$ cat src/rtl/nibble_adder_pkg.sv
// Shared constants and state encoding for the nibble adder tree front end.
package nibble_adder_pkg;

    localparam int unsigned NUM_WORDS     = 128;                       // operands per frame
    localparam int unsigned WORD_W        = 4;                         // operand width
    localparam int unsigned SUM_W         = 11;                        // WORD_W + log2(NUM_WORDS)
    localparam int unsigned CNT_W         = 8;                         // holds the value NUM_WORDS
    localparam int unsigned IDX_W         = $clog2(NUM_WORDS);         // slot index width
    localparam int unsigned SETTLE_CYCLES = 2;                         // frame close to sum capture, >= 1
    localparam int unsigned SETTLE_W      = $clog2(SETTLE_CYCLES + 1); // settle counter width

    typedef enum logic [1:0] {
        FILL   = 2'd0,
        SETTLE = 2'd1,
        HOLD   = 2'd2
    } loader_state_t;

endpackage

$ cat src/rtl/nibble_slot_buffer.sv
// NUM_WORDS x WORD_W operand register file.
//   clk     : rising-edge clock
//   clr     : synchronous clear of every slot (wins over write)
//   wr_en   : write wr_data into slot wr_idx
//   wr_idx  : slot index
//   wr_data : word to store
//   rd_bus  : flat view of all slots, slot k at [WORD_W*k +: WORD_W]
module nibble_slot_buffer
    import nibble_adder_pkg::*;
(
    input  logic                        clk,
    input  logic                        clr,
    input  logic                        wr_en,
    input  logic [IDX_W-1:0]            wr_idx,
    input  logic [WORD_W-1:0]           wr_data,
    output logic [NUM_WORDS*WORD_W-1:0] rd_bus
);

    logic [NUM_WORDS-1:0][WORD_W-1:0] slots;

    // Slot storage; clearing is how short frames get zero-padded.
    always_ff @(posedge clk) begin
        if (clr) begin
            slots <= '0;
        end else if (wr_en) begin
            slots[wr_idx] <= wr_data;
        end
    end

    assign rd_bus = slots;

endmodule

$ cat src/rtl/nibble_frame_loader.sv
// Collects a serial stream of nibbles into one operand frame for the external
// adder tree, waits for the tree to settle, and hands the sum downstream.
//   clk, rst                    : clock, synchronous active-high reset
//   in_valid/in_ready/in_data   : input word handshake
//   in_last                     : closes a short frame
//   tree_operands / tree_sum    : parallel bus to the tree and its result
//   out_valid/out_ready         : result handshake
//   out_sum / out_count         : captured sum and number of words in the frame
//   busy                        : high while settling or holding a result
module nibble_frame_loader
    import nibble_adder_pkg::*;
(
    input  logic                        clk,
    input  logic                        rst,
    input  logic                        in_valid,
    output logic                        in_ready,
    input  logic [WORD_W-1:0]           in_data,
    input  logic                        in_last,
    output logic [NUM_WORDS*WORD_W-1:0] tree_operands,
    input  logic [SUM_W-1:0]            tree_sum,
    output logic                        out_valid,
    input  logic                        out_ready,
    output logic [SUM_W-1:0]            out_sum,
    output logic [CNT_W-1:0]            out_count,
    output logic                        busy
);

    loader_state_t       state, state_next;
    logic [CNT_W-1:0]    count, count_next;
    logic [SETTLE_W-1:0] settle_cnt, settle_next;
    logic                accept_c;
    logic                capture_c;
    logic                release_c;
    logic                in_ready_next;
    logic                out_valid_next;
    logic                busy_next;

    // Operand storage; cleared by reset or once the result is taken.
    nibble_slot_buffer u_slots (
        .clk     (clk),
        .clr     (rst | release_c),
        .wr_en   (accept_c),
        .wr_idx  (count[IDX_W-1:0]),
        .wr_data (in_data),
        .rd_bus  (tree_operands)
    );

    // Next-state, counters and next values of the registered outputs.
    always_comb begin
        state_next  = state;
        count_next  = count;
        settle_next = settle_cnt;
        accept_c    = 1'b0;
        capture_c   = 1'b0;
        release_c   = 1'b0;

        case (state)
            FILL: begin
                accept_c = in_valid & in_ready;
                if (accept_c) begin
                    count_next = CNT_W'(count + CNT_W'(1));
                    if (in_last || (count == CNT_W'(NUM_WORDS - 1))) begin
                        state_next  = SETTLE;
                        settle_next = SETTLE_W'(SETTLE_CYCLES - 1);
                    end
                end
            end
            SETTLE: begin
                if (settle_cnt == '0) begin
                    capture_c  = 1'b1;
                    state_next = HOLD;
                end else begin
                    settle_next = SETTLE_W'(settle_cnt - SETTLE_W'(1));
                end
            end
            HOLD: begin
                if (out_ready) begin
                    release_c  = 1'b1;
                    count_next = '0;
                    state_next = FILL;
                end
            end
            default: begin
                state_next = FILL;
            end
        endcase

        in_ready_next  = (state_next == FILL);
        out_valid_next = (state_next == HOLD);
        busy_next      = (state_next != FILL);
    end

    // State, counters and registered outputs.
    always_ff @(posedge clk) begin
        if (rst) begin
            state      <= FILL;
            count      <= '0;
            settle_cnt <= '0;
            in_ready   <= 1'b1;
            out_valid  <= 1'b0;
            busy       <= 1'b0;
            out_sum    <= '0;
            out_count  <= '0;
        end else begin
            state      <= state_next;
            count      <= count_next;
            settle_cnt <= settle_next;
            in_ready   <= in_ready_next;
            out_valid  <= out_valid_next;
            busy       <= busy_next;
            if (capture_c) begin
                out_sum   <= tree_sum;
                out_count <= count;
            end
        end
    end

    // Structural invariants.
    a_count_max : assert property (@(posedge clk) disable iff (rst)
        count <= CNT_W'(NUM_WORDS));
    a_ops_stable : assert property (@(posedge clk) disable iff (rst)
        (state != FILL && $past(state) != FILL) |-> $stable(tree_operands));
    a_ready_valid : assert property (@(posedge clk) disable iff (rst)
        !(in_ready && out_valid));

endmodule

$ cat config.mk
export PLATFORM = sky130hd
export DESIGN_NAME = nibble_frame_loader
export DESIGN_NICKNAME = d
export VERILOG_FILES = /design/src/rtl/nibble_adder_pkg.sv /design/src/rtl/nibble_slot_buffer.sv /design/src/rtl/nibble_frame_loader.sv
export SDC_FILE = /design/constraint.sdc
export NUM_CORES = 1
export LEC_CHECK = 0
export ABC_AREA = 0
export CORE_ASPECT_RATIO = 0.5
export CORE_MARGIN = 5
export CORE_UTILIZATION = 40
export DETAILED_ROUTE_END_ITERATION = 10
export DONT_BUFFER_PORTS = 1
export GPL_TIMING_DRIVEN = 0
export SLEW_MARGIN = 20
export SYNTH_ARGS = -nofsm -noshare
export SYNTH_HDL_FRONTEND = slang
export SYNTH_HIERARCHICAL = 1
export SYNTH_SLANG_ARGS = --single-unit
$ cat constraint.sdc
create_clock -name clk -period 2.45 [get_ports clk]
set_input_delay 0.735 -clock clk [delete_from_list [all_inputs] [get_ports clk]]
set_output_delay 0.735 -clock clk [all_outputs]
set_load 0.02 [all_outputs]
==> impl_metrics.ini <==
[power_and_ir_drop]
total_power_uw = 18100
seq_power_share = 0.496
p_clk_frac = 0.460
p_switching_uw = 4070
p_int_uw = 14000
powerDensity_mw_per_mm2 = 743
ir_worst_vdd_uv = 544
cellLeakagePower_uw = 0.0118
comb_power_share = 0.044
power.share.switching = 0.225

[yosys]
synth_cells = 1994
synth_area_leader_cell = dfxtp_1
synth_area_mm2 = 0.0214
synth_top_area_frac = 0.510
synth_nets = 2016
ys_ff_latch = 546
ys.flop_type = dfxtp_1
ys.warnings.count = 6
synth_cell_types = 39
syn_area_per_cell_um2 = 10.7
synth.area.top_cells = dfxtp_1 51%, mux2i_1 24%, nand2b_1 15%
synth_edf_count = 0
async_flop_share = 0
yosysSeqAreaShare = 0.510

[drt]
route.vias.total = 14000
postRouteWirelength_mm = 68.7
drt-pass1-iter-count = 5
drc = 0
viasPerCell = 4.98
wire_per_inst_um = 24.5
postRouteAntennaNets = 0
drtIter0Drc = 791

[run]
max_cap_viol_count = 0

[setup_path]
worstSetupEndpointType = register
crit_arrival_ns = 2.78
startpoint = state[1]$_SDFF_PP0_
startpoint_type = register
worstPathRequired_ns = 2.90
path_class = register to register
reg2reg_slack_ns = 0.11
path_max_fanout = 10
r2r_start = state[1]$_SDFF_PP0_

[timing]
setup_violations = 0
skew_ns = 0.0216
whs_ns = 0.292
worst_pin_slew_ns = 0.696
slew_headroom = 0.534
timing.final.crit_share = 0.954
hold_violations = 0
slew_violations = 0
min_period_ns = 2.34
setup_slack_ns = 0.114
fmaxAchievable_ghz = 0.428

[placed_design]
placed_cells_incl_taps = 2707
numPortBuffers = 0
gp_congestion = 0.803
dp_slack_ns = -1.60
post_dp_cell_area_mm2 = 0.0223
hpwl_mm = 49.3

[die]
io_pins = 554
dieArea_mm2 = 0.0586
rows = 60
core_area_mm2 = 0.0534
start_util = 0.401
fp.dieW_um = 337
fp.dieH_um = 174

[min_path]
worstHoldStart = tree_sum[6]
holdCritPathClass = primary input to register

[global_routing]
busiest_layer = met2
grt_pass1_vias = 13900
antenna_found_initial = 2
overflow = 0
grt_use_met1 = 0.259
grt.total_usage = 0.223
grt_max_degree = 16
grt_util_met2 = 0.400
grt_first_pass_wirelength_mm = 98.4
met3_usage = 0.0433

[cells_and_area]
seqCellArea_mm2 = 0.0109
final_area_mm2 = 0.0243
nNetsFinal = 2081
area_growth_pct = 13.5
fill_cells = 4996
final_cell_mix = 545 x dfxtp_1, 518 x nand2b_1, 514 x mux2i_1
multi_input_area_mm2 = 0.00987
final_common_cell = dfxtp_1
drive_above_1_share = 0.103
instances_no_fill = 2809

[clock_tree]
cts_tree = done
clk_pin_slew_worst_paths_ns = 0.07
clockRootBuffer = clkbuf_16
numCtsBuffers = 51
clk_path_buf_depth = 3
h-tree-depth = 2
cts_sinks = 546
worstSkewPairLatency_ns = 0.59

[run_status]
status = completed
-- path summary, 6_finish.rpt --
path                                            to  cells after the start
setup / recovery  u_slots/rd_bus[240]$_SDFFE_PP0P_                      7
hold reg to reg         settle_cnt[1]$_SDFFE_PP0P_                      2
setup reg to reg  u_slots/rd_bus[240]$_SDFFE_PP0P_                      7
hold / removal             out_sum[6]$_SDFFE_PP0P_                      2
-- what timing repair did --
item,in CTS,in global routing
hold buffers,0,0
setup endpoints to repair,512,497
buffers inserted,3,9
resized for setup,91,29
pin swaps,1,1
-- layout make-up --
cell class,instances,share of cell area
sequential,546,0.449
multi-input combinational,1294,0.406
clock buffer,69,0.0599
tap,713,0.0367
buffer,151,0.0333
clock inverter,18,0.0105
timing repair buffer,12,0.00370
inverter,3,0.000463
antenna,3,0.000309
-- state kept, by name (all words and copies together) (netlist names) --
register and cells:
busy 1, settle_cnt 2, count 8, out_valid 1, out_sum 11, out_count 8
state 2, in_ready 1, u_slots/rd_bus 512
-- kinds of logic (layout without fill, tap and decap cells) --
group / count (synthesis) / count (layout) / share of synthesized area
AND/OR/NAND/NOR: 737 / 737 / 0.203
other: 0 / 3 / 0
adder cells (fa/ha/maj): 2 / 2 / 0.00117
XOR/XNOR: 6 / 6 / 0.00245
multiplexers: 514 / 514 / 0.240
AO/OA/AOI/OAI: 35 / 35 / 0.0129
flip-flops: 546 / 546 / 0.510
buffers and inverters: 154 / 253 / 0.0302
-- worst max-delay path, stage by stage (launching register included) --
cell,delay [ns]
dfxtp_1,0.49
nand2_4,0.20
o21bai_4,0.29
clkbuf_4,0.29
nand2b_1,0.15
clkbuf_4,0.31
clkbuf_2,0.33
mux2i_1,0.13
-- stage by stage --
step	utilization	TNS, ns
after CTS	0.454	0
after global routing	0.456	-0.0433
final	0.456	0
after floorplan	-	0
after global placement	0.418	-634.24
after detailed placement	0.418	-652.49
-- power by group through the flow --
stage	Clock [uW]	Sequential, uW	Combinational (uW)
floorplan	0	9150	487
global placement	0	9170	743
detailed placement	0	9170	743
CTS	8490	8960	783
global route	8920	8960	847
finish	8300	8960	796
-- Yosys cell counts (4+ instances only) --
library cell / number
dfxtp_1: 546
nand2b_1: 518
mux2i_1: 514
nand2_1: 171
clkbuf_1: 110
a21oi_1: 22
buf_2: 19
nor2_1: 11
buf_4: 10
and4b_1: 7
buf_1: 6
clkbuf_2: 6
xnor2_1: 6
nor4b_4: 5
nor4bb_1: 5
and4bb_2: 4
-- layer usage --
metal,wire [um],up-vias
li1,-,6722
met1,27200,6809
met2,35100,318
met3,3100,146
met4,3330,0
met5,0,-
Note: power is estimated with default switching activity, not from simulation.
